**src/rtl/pipe_ctrl_pkg.sv**
```systemverilog
// Shared types for the pipeline sequencing controller.
package pipe_ctrl_pkg;

    localparam int unsigned CntWDefault = 16;

    typedef enum logic [1:0] {
        StRun    = 2'd0,
        StDrain  = 2'd1,
        StHalted = 2'd2
    } state_e;

endpackage

```
**src/rtl/hazard_detect.sv**
```systemverilog
// Combinational load-use detector: a load in EX whose destination feeds the ID instruction.
module hazard_detect (
    input  logic [2:0] id_rs_i,
    input  logic       id_rs_used_i,
    input  logic [2:0] id_rt_i,
    input  logic       id_rt_used_i,
    input  logic [2:0] idex_rd_i,
    input  logic       idex_regwrt_i,
    input  logic       idex_memread_i,
    output logic       load_use_o
);

    logic rs_hit;
    logic rt_hit;

    // Register 0 is an ordinary register here; no zero-register exemption.
    always_comb begin
        rs_hit     = id_rs_used_i && (id_rs_i == idex_rd_i);
        rt_hit     = id_rt_used_i && (id_rt_i == idex_rd_i);
        load_use_o = idex_memread_i && idex_regwrt_i && (rs_hit || rt_hit);
    end

endmodule

```
**src/rtl/pipe_hazard_ctrl.sv**
```systemverilog
// Pipeline latch sequencing: load-use bubbles, EX redirects, memory stalls and halt drain.
module pipe_hazard_ctrl
    import pipe_ctrl_pkg::*;
#(
    parameter int unsigned CNT_W = CntWDefault
) (
    input  logic             clk,
    input  logic             rst,
    input  logic [2:0]       id_rs,
    input  logic             id_rs_used,
    input  logic [2:0]       id_rt,
    input  logic             id_rt_used,
    input  logic [2:0]       idex_rd,
    input  logic             idex_regwrt,
    input  logic             idex_memread,
    input  logic             ex_redirect,
    input  logic             id_halt,
    input  logic             wb_halt,
    input  logic             imem_stall,
    input  logic             dmem_stall,
    output logic             pc_we,
    output logic             ifid_we,
    output logic             idex_we,
    output logic             exmem_we,
    output logic             memwb_we,
    output logic             ifid_flush,
    output logic             idex_flush,
    output logic             halted,
    output logic [CNT_W-1:0] stall_cnt,
    output logic [CNT_W-1:0] flush_cnt
);

    state_e           state_q, state_d;
    logic [CNT_W-1:0] stall_cnt_q, stall_cnt_d;
    logic [CNT_W-1:0] flush_cnt_q, flush_cnt_d;
    logic             load_use;

    hazard_detect u_hazard_detect (
        .id_rs_i        (id_rs),
        .id_rs_used_i   (id_rs_used),
        .id_rt_i        (id_rt),
        .id_rt_used_i   (id_rt_used),
        .idex_rd_i      (idex_rd),
        .idex_regwrt_i  (idex_regwrt),
        .idex_memread_i (idex_memread),
        .load_use_o     (load_use)
    );

    // Mealy latch controls and next state; reset forces every enable and flush low.
    always_comb begin
        pc_we      = 1'b0;
        ifid_we    = 1'b0;
        idex_we    = 1'b0;
        exmem_we   = 1'b0;
        memwb_we   = 1'b0;
        ifid_flush = 1'b0;
        idex_flush = 1'b0;
        state_d    = state_q;

        if (rst) begin
            unique case (state_q)
                StRun: begin
                    if (dmem_stall) begin
                        // Full freeze: MEM instruction still owns the data port.
                    end else if (ex_redirect) begin
                        {pc_we, ifid_we, idex_we, exmem_we, memwb_we} = 5'b11111;
                        ifid_flush = 1'b1;
                        idex_flush = 1'b1;
                    end else if (load_use) begin
                        // Hold PC and IF/ID one cycle; the load leaves EX on this edge.
                        {idex_we, exmem_we, memwb_we} = 3'b111;
                        idex_flush = 1'b1;
                    end else if (imem_stall) begin
                        {ifid_we, idex_we, exmem_we, memwb_we} = 4'b1111;
                        ifid_flush = 1'b1;
                    end else begin
                        {pc_we, ifid_we, idex_we, exmem_we, memwb_we} = 5'b11111;
                    end
                    if (!dmem_stall && !ex_redirect && !load_use && id_halt) begin
                        state_d = StDrain;
                    end
                end
                StDrain: begin
                    if (dmem_stall) begin
                        // Freeze, same as in RUN.
                    end else if (ex_redirect) begin
                        // Halt was on a wrong path: take the redirect and resume fetching.
                        {pc_we, ifid_we, idex_we, exmem_we, memwb_we} = 5'b11111;
                        ifid_flush = 1'b1;
                        idex_flush = 1'b1;
                    end else begin
                        {ifid_we, idex_we, exmem_we, memwb_we} = 4'b1111;
                        ifid_flush = 1'b1;
                    end
                    if (!dmem_stall && ex_redirect) begin
                        state_d = StRun;
                    end else if (wb_halt) begin
                        state_d = StHalted;
                    end
                end
                StHalted: begin
                    state_d = StHalted;
                end
                default: begin
                    state_d = StRun;
                end
            endcase
        end
    end

    // Counter next values; both freeze in HALTED and clear under reset.
    always_comb begin
        stall_cnt_d = stall_cnt_q;
        flush_cnt_d = flush_cnt_q;
        if (!rst) begin
            stall_cnt_d = '0;
            flush_cnt_d = '0;
        end else if (state_q == StRun || state_q == StDrain) begin
            if (!pc_we) begin
                stall_cnt_d = stall_cnt_q + CNT_W'(1);
            end
            if (ifid_flush || idex_flush) begin
                flush_cnt_d = flush_cnt_q + CNT_W'(1);
            end
        end
    end

    // State and counter registers with synchronous active-low reset.
    always_ff @(posedge clk) begin
        if (!rst) begin
            state_q     <= StRun;
            stall_cnt_q <= '0;
            flush_cnt_q <= '0;
        end else begin
            state_q     <= state_d;
            stall_cnt_q <= stall_cnt_d;
            flush_cnt_q <= flush_cnt_d;
        end
    end

    assign halted    = (state_q == StHalted);
    assign stall_cnt = stall_cnt_q;
    assign flush_cnt = flush_cnt_q;

endmodule
```
**config.mk**
```make
export PLATFORM = sky130hd
export DESIGN_NAME = pipe_hazard_ctrl
export DESIGN_NICKNAME = d
export VERILOG_FILES = /design/src/rtl/pipe_ctrl_pkg.sv /design/src/rtl/hazard_detect.sv /design/src/rtl/pipe_hazard_ctrl.sv
export SDC_FILE = /design/constraint.sdc
export NUM_CORES = 1
export LEC_CHECK = 0
export ABC_AREA = 1
export ABC_CLOCK_PERIOD_IN_PS = 2200
export BUFFER_PORTS_ARGS = -buffer_cell sky130_fd_sc_hd__clkbuf_2
export CAP_MARGIN = 20
export CORE_ASPECT_RATIO = 0.8
export CORE_UTILIZATION = 55
export DETAILED_ROUTE_END_ITERATION = 10
export GPL_ROUTABILITY_DRIVEN = 0
export HOLD_SLACK_MARGIN = 0.05
export PLACE_DENSITY = 0.83
export SLEW_MARGIN = 20
export SYNTH_ARGS = -nofsm -noshare
export SYNTH_HDL_FRONTEND = slang
export SYNTH_SLANG_ARGS = --single-unit
```
**constraint.sdc**
```tcl
create_clock -name clk -period 2.2 [get_ports clk]
set_input_delay 0.11 -clock clk [delete_from_list [all_inputs] [get_ports clk]]
set_output_delay 0.11 -clock clk [all_outputs]
set_load 0.1 [all_outputs]
```
* Yosys cells after proc, flatten, opt, wreduce, memory -nomap -nowiden
Cells that the tools add are included.
Storage, ports and cells: word-level logic and storage cells 62, memories 0, output and inout bits 40, memory bits (writable) 0, ROM bits 0, bits in latches 0, register bits after elaboration 34, input bits 20
Cells by class: equal/unequal tests 6, add/sub/neg operators 2, mux-type cells 31, shift-type cells 0, divide/modulo/power cells 0, magnitude comparators 0, reductions and logical operators 19, bitwise gates (word level) 1, multipliers 0
Operator list (count):
- $add 16x1->16 const B | 2
- $mux 1 | 23
- $logic_and 1x1->1 | 8
- $pmux 1 s2 | 4
- $eq 3x3->1 | 2
- $mux 2 | 3
- $pmux 2 s3 | 1
- $reduce_and 2->1 | 3
- $logic_not 1->1 | 3
- $logic_or 1x1->1 | 3
- $ne 3x3->1 const B | 1
- $eq 2x1->1 const B | 1
- $eq 2x2->1 const B | 1
- $logic_not 2->1 | 1
- $ne 2x2->1 const B | 1
- $reduce_or 2->1 | 1
- $not 1->1 | 1

* Logic depth before layout (Yosys ltp)
Gate-level depths: netlist of the first run.
depth in word-level cells 11, depth in mapped cells 16, depth with buffers taken out 15

* Hierarchy
From an unflattened synthesis of the first run, not the netlist that was laid out.
Second synthesis, totals: cells, all modules 370, area, all modules 2213.4 um^2
By module, submodules not included:
- pipe_hazard_ctrl | instances 1, cells an instance 336, seq. area each 680.7 um^2, area an instance 2075.7 um^2
- hazard_detect | instances 1, cells an instance 34, seq. area each 0.0 um^2, area an instance 137.6 um^2

* Worst setup path after synthesis of the first run
OpenSTA, ideal clock, no wires.
kind input -> output, from input port rst, to output port ifid_flush, stages 8, path slack -1028 ps, data required time 2090 ps, path buffers 2, arrival time 3118 ps, cells stage by stage buf_2 -> inv_2 -> nor3_2 -> o21ai_2 -> inv_2 -> nand2_2 -> buf_2 -> inv_1
Between the ends: word-level cells in the longest chain between the ends 1
Ends and longest elaborated chain:
- start: declaration | line pipe_hazard_ctrl.sv:8 | input logic rst,
- $mux 1 | line pipe_hazard_ctrl.sv:60 | if (rst) begin
- end: declaration | line pipe_hazard_ctrl.sv:26 | output logic ifid_flush,
No other way between the ends.

* Worst setup path in the final report of the first run
from register state_q[1], to output port pc_we
Between the ends: word-level cells in the longest chain between the ends 3, elaborated cells between the ends (all ways) 4, those cells by class eq/ne (1); mux (2); reduce/logical (1)
Ends and longest elaborated chain:
- start: declaration | line pipe_hazard_ctrl.sv:33 | state_e state_q, state_d;
- start signal: assignment | line pipe_hazard_ctrl.sv:131 | state_q <= StRun;
- start signal: assignment | line pipe_hazard_ctrl.sv:135 | state_q <= state_d;
- $eq 2x1->1 / $logic_not 2->1 (equally long branches) | line pipe_hazard_ctrl.sv:61 | unique case (state_q)
- $pmux 1 s2 (*) | line pipe_hazard_ctrl.sv:61
- $mux 1 (*) | line pipe_hazard_ctrl.sv:60
- end: declaration | line pipe_hazard_ctrl.sv:21 | output logic pc_we,
Mark *: on every way between the ends. The rest lies on a longest branch, timed or not.

==> reports/metrics.yaml, run 1 <==
status: "completed"
rr_startpoint: "stall_cnt[0]$_SDFFE_PN0P_"
tns_ns: 0
gr-total-overflow: 0
core_area_mm2: 0.00378
drc_errors: 0
diodes: 0
viasPerCell: 5.17
slew_headroom: 0.636
finalHoldViolations: 0
max_stage_delay_ns: 0.45
antenna_found_initial: 0
cp_top_family: "buffers and inverters"
clk_latency_ns: 0.30
crit_type: "register to output port"
p_total_uw: 1650
finalCriticalPeriod_ns: 1.93
grt_max_degree: 29
cts_tree: "yes"
worstHoldStart: "wb_halt"
tightest_slew_ns: 0.548
startpoint: "state_q[1]$_SDFFE_PN0P_"
netlist_area_mm2: 0.00217
cp_num_buf_inv: 3
synthFlopType: "dfxtp_1"
layout.nets: 410
fp-row-count: 20
cts_buffer_depth: 2
synth_edf_count: 0
slowest_stage: "clkbuf_2"
postCtsSetupRepairBufs: 0
wire_per_inst_um: 11.3
cts_resized: 0
initial_core_util: 0.575
critical_path_arrival_ns: 1.82
die_width_um: 72.3
drive_gt1_frac: 0.237
final_core_util: 0.702
cts_buffers: 5
fp.dieH_um: 58.2
path_cells: "nor2_1 -> inv_1 -> nor2_1 -> nand2_1 -> nand2_2 -> nand2_4 -> inv_1 -> clkbuf_2"
setup_violations: 0
cap_violations: 0
io_pins: 60
synthArstFlopShare: 0
drt_iter0_drc: 217
die-area_mm2: 0.00421
grt_pass1_vias: 1846
cts-hold-fix-buffers: 0
clk_pin_slew_worst_paths_ns: 0.07
avgSynthCellArea_um2: 6.57
synth_area_leaders: "dfxtp_1 (31%), nand2_1 (14%), nand3_1 (10%)"
critPathLaunchType: "register"
ys_warn_count: 0
cp-end-kind: "output port"
num_vias: 2294
rsz0062_at_grt: "no"
ir_worst_vdd_mv: 0.374
wirelength_um: 5030
synth.distinct_cells: 27
dp_hpwl_um: 3550
synth_nets: 353
h-tree-depth: 2
seq_area_frac_synth: 0.313
hold_path_class: "input pin to register"
finClkSkew_ns: 0.0122
powerDensity_mw_per_mm2: 622
cts-root-buf: "clkbuf_8"
synth_top_area_cell: "dfxtp_1"
p_leak_uw: 0.00116
final-max-slew-violation-count: 0
numPortBuffers: 59
track_usage: 0.254
synth_top_area_frac: 0.313
max_freq_mhz: 517
first_pass_iters: 4
cp_max_fo: 19
grt_pass1_wl_um: 8420
ant_nets: 0
required_ns: 2.09
cts_sinks: 34
area_growth_syn_to_layout_pct: 22.1
postSynthCellCount: 331
ys_ff_latch: 34
post-route-period-util: 0.878
layout by cell type (no fill, tap or decap), types with 2 or more instances in the layout:
| cell | Yosys | final |
|---|---|---|
| buf_4 | 3 | 4 |
| inv_2 | 5 | 3 |
| nand2_2 | 5 | 3 |
| dfxtp_2 | 0 | 3 |
| nor4_1 | 3 | 3 |
| nand2_1 | 81 | 81 |
| nor3_1 | 5 | 5 |
| dfxtp_1 | 34 | 31 |
| nand2_4 | 2 | 4 |
| ha_1 | 2 | 2 |
| o21ai_1 | 2 | 2 |
| xnor2_1 | 10 | 10 |
| nand3_1 | 45 | 44 |
| bufinv_16 | 0 | 2 |
| clkbuf_2 | 0 | 58 |
| clkbuf_8 | 0 | 6 |
| nand4_1 | 5 | 5 |
| nor4_2 | 2 | 2 |
| a21oi_1 | 32 | 32 |
| xor2_1 | 14 | 14 |
| inv_1 | 30 | 29 |
| nor2_1 | 37 | 36 |
metrics by stage:
step / std cells / cell area (um2) / hold slack [ns] / setup slack [ns]
floorplan: 331 / 2230 / 0.302 / -0.102
global placement: 436 / 2510 / 0.418 / 0.608
detailed placement: 436 / 2510 / 0.421 / 0.597
CTS: 444 / 2650 / 0.115 / 0.274
global route: 444 / 2650 / 0.127 / 0.131
finish: 444 / 2650 / 0.118 / 0.267
cell type report:
type	instances	area [um2]
fill	316	1120
multi-input combinational	249	1280
clock inverter	2	60.1
tap	55	68.8
clock buffer	6	82.6
sequential	34	684
inverter	36	155
timing repair buffer	62	320
final timing paths:
kind	to	slack (ns)	cells past startpoint
worst min-delay path	state_q[0]$_SDFFE_PN0P_	0.12	4
worst max register to register	stall_cnt[12]$_SDFFE_PN0P_	0.57	7
worst min register to register	stall_cnt[15]$_SDFFE_PN0P_	0.50	2
worst max-delay path	pc_we	0.27	8
flip-flops by register name (all words and copies together), names as in the netlist:
register,count
state_q,2
stall_cnt,16
flush_cnt,16
per-layer routing:
metal | GRT usage | vias to the layer above | part of all wire | wire [um]
li1 | - | 1179 | - | -
met1 | 0.352 | 1015 | 0.48 | 2400
met2 | 0.381 | 92 | 0.43 | 2170
met3 | 0.0696 | 8 | 0.076 | 380
met4 | 0.0896 | 0 | 0.014 | 72
met5 | 0 | - | 0 | 0
worst reg2reg max path, delay by kind of cell, from the launching register on:
family | cells | cell delay, ns
xor+xnor | 1 | 0.15
fa+ha+maj | 1 | 0.26
simple gates | 4 | 0.57
compound gates | 1 | 0.14
flops | 1 | 0.45
cell usage after synthesis, types with 2 or more instances:
cell      instances
nand2_2           5
buf_2             3
o21ai_1           2
nand2_1          81
xor2_1           14
nor2_1           37
dfxtp_1          34
nor4_2            2
nand3_1          45
xnor2_1          10
inv_2             5
buf_6             3
inv_1            30
nand4_1           5
ha_1              2
buf_4             3
nand2_4           2
nor4_1            3
nor3_1            5
clkbuf_1          2
a21oi_1          32
kinds of logic after synthesis:
group                      after synthesis  share of synthesized area
and+or+nand+nor                        187                      0.386
adders and majority gates                2                     0.0115
xor gates and xnor gates                24                     0.0967
DFF                                     34                      0.313
buffers and inverters                   48                      0.108
AOI/OAI and AO/OA                       36                     0.0846
power by group:
part	switching (uW)	leakage [uW]	internal (uW)	total [uW]
combinational	219	0.000814	63.1	282
sequential	14.6	0.000276	627	641
clock	243	0.0000714	483	726
(Power assumes the default switching activity.)
==> run 2: changes to the inputs <==
--- a/config.mk
+++ b/config.mk
@@ -6,15 +6,15 @@
 export NUM_CORES = 1
 export LEC_CHECK = 0
 export ABC_AREA = 1
-export ABC_CLOCK_PERIOD_IN_PS = 2200
+export ABC_CLOCK_PERIOD_IN_PS = 1940
 export BUFFER_PORTS_ARGS = -buffer_cell sky130_fd_sc_hd__clkbuf_2
 export CAP_MARGIN = 20
 export CORE_ASPECT_RATIO = 0.8
-export CORE_UTILIZATION = 55
+export CORE_UTILIZATION = 52
 export DETAILED_ROUTE_END_ITERATION = 10
 export GPL_ROUTABILITY_DRIVEN = 0
 export HOLD_SLACK_MARGIN = 0.05
-export PLACE_DENSITY = 0.83
+export PLACE_DENSITY = 0.79
 export SLEW_MARGIN = 20
 export SYNTH_ARGS = -nofsm -noshare
 export SYNTH_HDL_FRONTEND = slang
==> constraint.sdc (replaced) <==
create_clock -name clk -period 1.94 [get_ports clk]
set_input_delay 0.097 -clock clk [delete_from_list [all_inputs] [get_ports clk]]
set_output_delay 0.097 -clock clk [all_outputs]
set_load 0.1 [all_outputs]
==> run 2 against run 1 <==
Via count is 0.65% higher. Clock skew is 0.0042 ns lower. Critical path type unchanged. Sequential power is 14% higher. Register-to-register slack worse by 0.34 ns. Critical path depth is 1 lower. Global-route usage is 0.18 points lower. Sequential share of layout area is 0.83 points higher. Clock-buffer cell count stayed put. Clock power is 30% lower. Worst setup slack worse by 0.043 ns. First-iteration DRC count is 7.4% higher. Wire length is 1.2% higher. Largest power group is now sequential cells.
==> reports/metrics.yaml, run 2 (synthesis results as in run 1) <==
viasPerCell: 5.24  # +1.3%
ant_nets: 0  # unchanged
fp.dieH_um: 59.8  # +2.7%
required_ns: 1.84  # -0.25 ns
fp-row-count: 20  # unchanged
cts_buffer_depth: 2  # unchanged
grt_pass1_vias: 1900  # +2.9%
final-max-slew-violation-count: 0  # unchanged
clk_latency_ns: 0.28  # -0.02 ns
cts_tree: "yes"
power.share.clock: 0.325  # -0.115
place_area_mm2: 0.00255  # +1.4%
ir_worst_vdd_mv: 0.351  # -6.1%
slowest_stage: "dfxtp_1"
p_total_uw: 1570  # -5.1%
switching_share: 0.321  # +0.0317
drive_gt1_frac: 0.264  # +0.0277
h-tree-depth: 2  # unchanged
p_int_uw: 1060  # -9.3%
postCtsSetupRepairBufs: 0  # unchanged
rsz0062_at_grt: "no"
status: "completed"
io_pins: 60  # unchanged
area_growth_syn_to_layout_pct: 21.1
final_area_mm2: 0.00263  # -0.80%
powerDensity_mw_per_mm2: 595  # -4.3%
cap_violations: 0  # unchanged
cp_top_family: "simple AND/OR/NAND/NOR gates"
setup_violations: 0  # unchanged
tns_ns: 0  # unchanged
layout_setup_ws_ns: 0.225  # -0.0425 ns
initial_core_util: 0.557  # -0.0184
tightest_slew_ns: 0.548  # +0.0000204 ns
wire_per_inst_um: 11.5  # +1.9%
max_stage_delay_ns: 0.36  # -0.09 ns
cp-end-kind: "output port"
num_vias: 2309  # +0.65%
crit_top_cell: "inv_1"
core_area_mm2: 0.00390  # +3.3%
finalHoldViolations: 0  # unchanged
track_usage: 0.253  # -0.00176
finalCriticalPeriod_ns: 1.72
cp_max_fo: 19  # unchanged
hold_path_class: "input pin to register"
p_sw_uw: 502  # +5.3%
finClkSkew_ns: 0.00796  # -0.00425 ns
first_pass_iters: 5  # +1
cts-root-buf: "clkbuf_8"
slew_headroom: 0.636  # about the same
cts_sinks: 34  # unchanged
cts_buffers: 5  # unchanged
place_ws_ns: 0.175  # -0.422 ns
numPortBuffers: 59  # unchanged
layout_commonest_cell: "nand2_1"
p_comb_frac: 0.210  # +0.039
grt_max_degree: 28  # -3.4%
crit_type: "register to output port"
antenna_found_initial: 0  # unchanged
critical_path_arrival_ns: 1.62  # -0.20 ns
p_leak_uw: 0.00114  # -1.4%
die_width_um: 74.3  # +2.8%
clk_pin_slew_worst_paths_ns: 0.06  # about the same
post-route-period-util: 0.884
grt_pass1_wl_um: 8620  # +2.4%
final_cell_mix: "nand2_1 (80), clkbuf_2 (54), nand3_1 (45), nor2_1 (36), a21oi_1 (32)"
drc_errors: 0  # unchanged
wirelength_um: 5090  # +1.2%
pwr-share-seq: 0.465  # +0.076
dp_hpwl_um: 3790  # +6.9%
critPathLaunchType: "register"
gr-total-overflow: 0  # unchanged
drt_iter0_drc: 233  # +7.4%
path_cells: "inv_1 -> nor2_1 -> nand2_1 -> nand2_2 -> nand2_4 -> inv_1 -> buf_4"
max_freq_mhz: 583
diodes: 0  # unchanged
die-area_mm2: 0.00444  # +5.6%
cp_num_buf_inv: 3  # unchanged
layout.nets: 409  # -0.24%
==> run 2: cell types whose count changed in the layout (fill, tap and decap cells not counted), moves of 2 or more <==
cell,change
dfxtp_1,-13
clkbuf_2,-4
buf_12,+2
bufinv_16,-2
dfxtp_2,+13
==> run 2: power by group through the flow <==
stage	sequential, uW	clock, uW	combinational, uW
final	729	509	328
after CTS	728	523	328
after global placement	744	0	322
after detailed placement	744	0	327
after global routing	731	549	353
after floorplan	821	0	197
==> run 2: worst paths after layout <==
check,startpoint,end,slack [ns],depth (start not counted)
worst min-delay path,wb_halt,state_q[0]$_SDFFE_PN0P_,0.12,4
worst max register to register,flush_cnt[0]$_SDFFE_PN0P_,flush_cnt[12]$_SDFFE_PN0P_,0.23,6
worst max-delay path,state_q[0]$_SDFFE_PN0P_,pc_we,0.22,7
worst min register to register,stall_cnt[6]$_SDFFE_PN0P_,stall_cnt[6]$_SDFFE_PN0P_,0.49,2
==> run 2: cell type report <==
cell class,instances,area [um2]
multi-input combinational,249,1280
fill,354,1270
sequential,34,701
timing repair buffer,61,348
inverter,36,153
clock buffer,6,82.6
tap,55,68.8
==> run 2: worst min-delay path, delay by kind of cell <==
kind,cells,cell delay (ns)
AO/OA/AOI/OAI,1,0.07
AND/OR/NAND/NOR,2,0.11
buffers and inverters,1,0.07
==> run 2: layer usage <==
metal / wire length, um / share of wire / track usage / vias to the layer above
met5: 0 / 0 / 0 / -
met4: 76 / 0.015 / 0.0836 / 0
met3: 343 / 0.067 / 0.0540 / 9
met2: 2110 / 0.41 / 0.366 / 94
met1: 2560 / 0.50 / 0.369 / 1023
li1: - / - / - / 1183
==> run 2: what timing repair did <==
item                       in CTS  in global routing
setup endpoints to repair       0                  8
hold buffers                    0                  0
resized for setup               0                  1
==> run 2: stage by stage <==
step	cells	hold slack, ns	utilization
3_3_place_gp	435	0.419	0.653
6_report	441	0.122	0.674
2_1_floorplan	331	0.289	-
3_5_place_dp	435	0.415	0.653
5_1_grt	441	0.158	0.674
4_1_cts	441	0.120	0.674
==> run 3: changes to the inputs <==
--- a/config.mk
+++ b/config.mk
@@ -6,7 +6,7 @@
 export NUM_CORES = 1
 export LEC_CHECK = 0
 export ABC_AREA = 1
-export ABC_CLOCK_PERIOD_IN_PS = 1940
+export ABC_CLOCK_PERIOD_IN_PS = 1800
 export BUFFER_PORTS_ARGS = -buffer_cell sky130_fd_sc_hd__clkbuf_2
 export CAP_MARGIN = 20
 export CORE_ASPECT_RATIO = 0.8
@@ -15,6 +15,7 @@
 export GPL_ROUTABILITY_DRIVEN = 0
 export HOLD_SLACK_MARGIN = 0.05
 export PLACE_DENSITY = 0.79
+export SKIP_CTS_REPAIR_TIMING = 1
 export SLEW_MARGIN = 20
 export SYNTH_ARGS = -nofsm -noshare
 export SYNTH_HDL_FRONTEND = slang
==> constraint.sdc (replaced) <==
create_clock -name clk -period 1.8 [get_ports clk]
set_input_delay 0.09 -clock clk [delete_from_list [all_inputs] [get_ports clk]]
set_output_delay 0.09 -clock clk [all_outputs]
set_load 0.1 [all_outputs]
==> run 3 against run 2 <==
Clock skew shrank 0.0027 ns. Wire length shrank 0.69%. Critical path depth is the same. Global-route usage grew 0.11 points. Combinational power grew 12%. Utilization grew 1.7 points. Non-clock buffer count grew 3. Cell area grew 2.5%. Clock-buffer cell count grew 1.
==> reports/metrics.yaml, run 3 (synthesis results as in run 1) <==
status: "completed"
gr-total-overflow: 0  # unchanged
final-max-slew-violation-count: 0  # unchanged
area_growth_syn_to_layout_pct: 24.2
switching_share: 0.328  # +0.00778
hold_ws_ns: 0.0924  # -0.0297 ns
wire_per_inst_um: 11.4  # -1.6%
layout_setup_ws_ns: 0.104  # -0.121 ns
cts_buffers: 5  # unchanged
cp-end-kind: "output port"
cp_max_fo: 11  # -8
required_ns: 1.71  # -0.13 ns
numPortBuffers: 59  # unchanged
multi_input_comb_area_mm2: 0.00128  # unchanged
layout_commonest_cell: "nand2_1"
cts_tree: "yes"
tns_ns: 0  # unchanged
num_vias: 2291  # -0.78%
whs_path_depth: 4  # unchanged
post-route-period-util: 0.942
track_usage: 0.254  # +0.00108
p_sw_uw: 553  # +10%
initial_core_util: 0.557  # unchanged
slowest_stage: "dfxtp_2"
fp-row-count: 20  # unchanged
grt_pass1_vias: 1994  # +4.9%
die-area_mm2: 0.00444  # unchanged
drive_gt1_frac: 0.290  # +0.0255
drt_iter0_drc: 182  # -22%
place_ws_ns: 0.201  # +0.0260 ns
grt_max_degree: 28  # unchanged
final_cell_mix: "nand2_1 (81), clkbuf_2 (54), nand3_1 (45), nor2_1 (33), a21oi_1 (32)"
p_leak_uw: 0.00117  # +1.9%
wirelength_um: 5050  # -0.69%
ant_nets: 0  # unchanged
viasPerCell: 5.15  # -1.7%
finalCriticalPeriod_ns: 1.70
slew_headroom: 0.637  # +0.00105
p_comb_frac: 0.218  # +0.008
rsz0062_at_grt: "no"
reg2reg_depth: 6  # unchanged
drc_errors: 0  # unchanged
cts_buffer_depth: 2  # unchanged
regArea_um2: 709  # +1.2%
critPathLaunchType: "register"
first_pass_iters: 4  # -1
diodes: 0  # unchanged
fill_cells: 366  # +3.4%
powerDensity_mw_per_mm2: 624  # +4.8%
grt_pass1_wl_um: 8740  # +1.4%
core_area_mm2: 0.00390  # unchanged
path_cells: "nor3_4 -> o21ai_2 -> bufinv_8 -> nand2_4 -> buf_6 -> clkinvlp_4 -> buf_12"
pwr-share-seq: 0.467  # +0.002
layout.nets: 412  # +0.73%
cts-root-buf: "clkbuf_8"
p_total_uw: 1680  # +7.5%
finalHoldViolations: 0  # unchanged
critical_path_arrival_ns: 1.61  # about the same
max_stage_delay_ns: 0.35  # about the same
cts_sinks: 34  # unchanged
h-tree-depth: 2  # unchanged
hold_path_class: "input pin to register"
clk_pin_slew_worst_paths_ns: 0.06  # about the same
io_pins: 60  # unchanged
fp.dieH_um: 59.8  # unchanged
reg2reg_slack_ns: 0.22  # about the same
ir_worst_vdd_mv: 0.253  # -28%
tightest_slew_ns: 0.546  # -0.00158 ns
finClkSkew_ns: 0.00527  # -0.00269 ns
clk_latency_ns: 0.29  # about the same
antenna_found_initial: 0  # unchanged
power.share.clock: 0.315  # -0.010
crit_type: "register to output port"
die_width_um: 74.3  # unchanged
dp_hpwl_um: 3680  # -2.8%
cap_violations: 0  # unchanged
setup_violations: 0  # unchanged
p_int_uw: 1130  # +6.2%
max_freq_mhz: 590
run 3: changes by cell type in the layout (fill, tap and decap cells not counted), moves of 2 or more:
cell | before | now
dfxtp_1 | 18 | 11
nor2_2 | 1 | 4
buf_12 | 2 | 5
nor2_1 | 36 | 33
clkbuf_1 | 0 | 2
dfxtp_2 | 16 | 23
run 3: routing by layer:
layer,GRT usage,routed length (um),share of wire
met5,0,0,0
met4,0.0674,44,0.0087
met3,0.0708,326,0.065
met2,0.403,2260,0.45
met1,0.340,2420,0.48
run 3: cell type report:
class,count,share of cell area
clock buffer,7,0.0283
inverter,36,0.0566
multi-input combinational,249,0.474
sequential,34,0.263
tap,55,0.0255
timing repair buffer,64,0.153
run 3: final timing paths:
path,startpoint,end
max,state_q[1]$_SDFFE_PN0P_,ifid_flush
min,wb_halt,state_q[0]$_SDFFE_PN0P_
max reg2reg,flush_cnt[3]$_SDFFE_PN0P_,flush_cnt[15]$_SDFFE_PN0P_
min reg2reg,stall_cnt[14]$_SDFFE_PN0P_,stall_cnt[14]$_SDFFE_PN0P_
run 3: metrics by stage:
stage,utilization,instance area (um2),cells
3_5_place_dp,0.669,2610,438
2_1_floorplan,-,2240,331
5_1_grt,0.691,2700,445
4_1_cts,0.688,2690,445
6_report,0.691,2700,445
3_3_place_gp,0.669,2610,438
run 3: critical path: cells and delay by family (launching register included):
kind	cells	cell delay, ns
buffers and inverters	4	0.58
AO/OA/AOI/OAI	1	0.08
AND/OR/NAND/NOR	2	0.29
flip-flops	1	0.35
run 3: power groups by stage:
| stage | Clock [uW] | Combinational, uW | Sequential (uW) |
|---|---|---|---|
| floorplan | 0 | 211 | 884 |
| CTS | 545 | 366 | 785 |
| detailed placement | 0 | 365 | 802 |
| global placement | 0 | 362 | 801 |
| global route | 585 | 396 | 787 |
| finish | 531 | 367 | 786 |
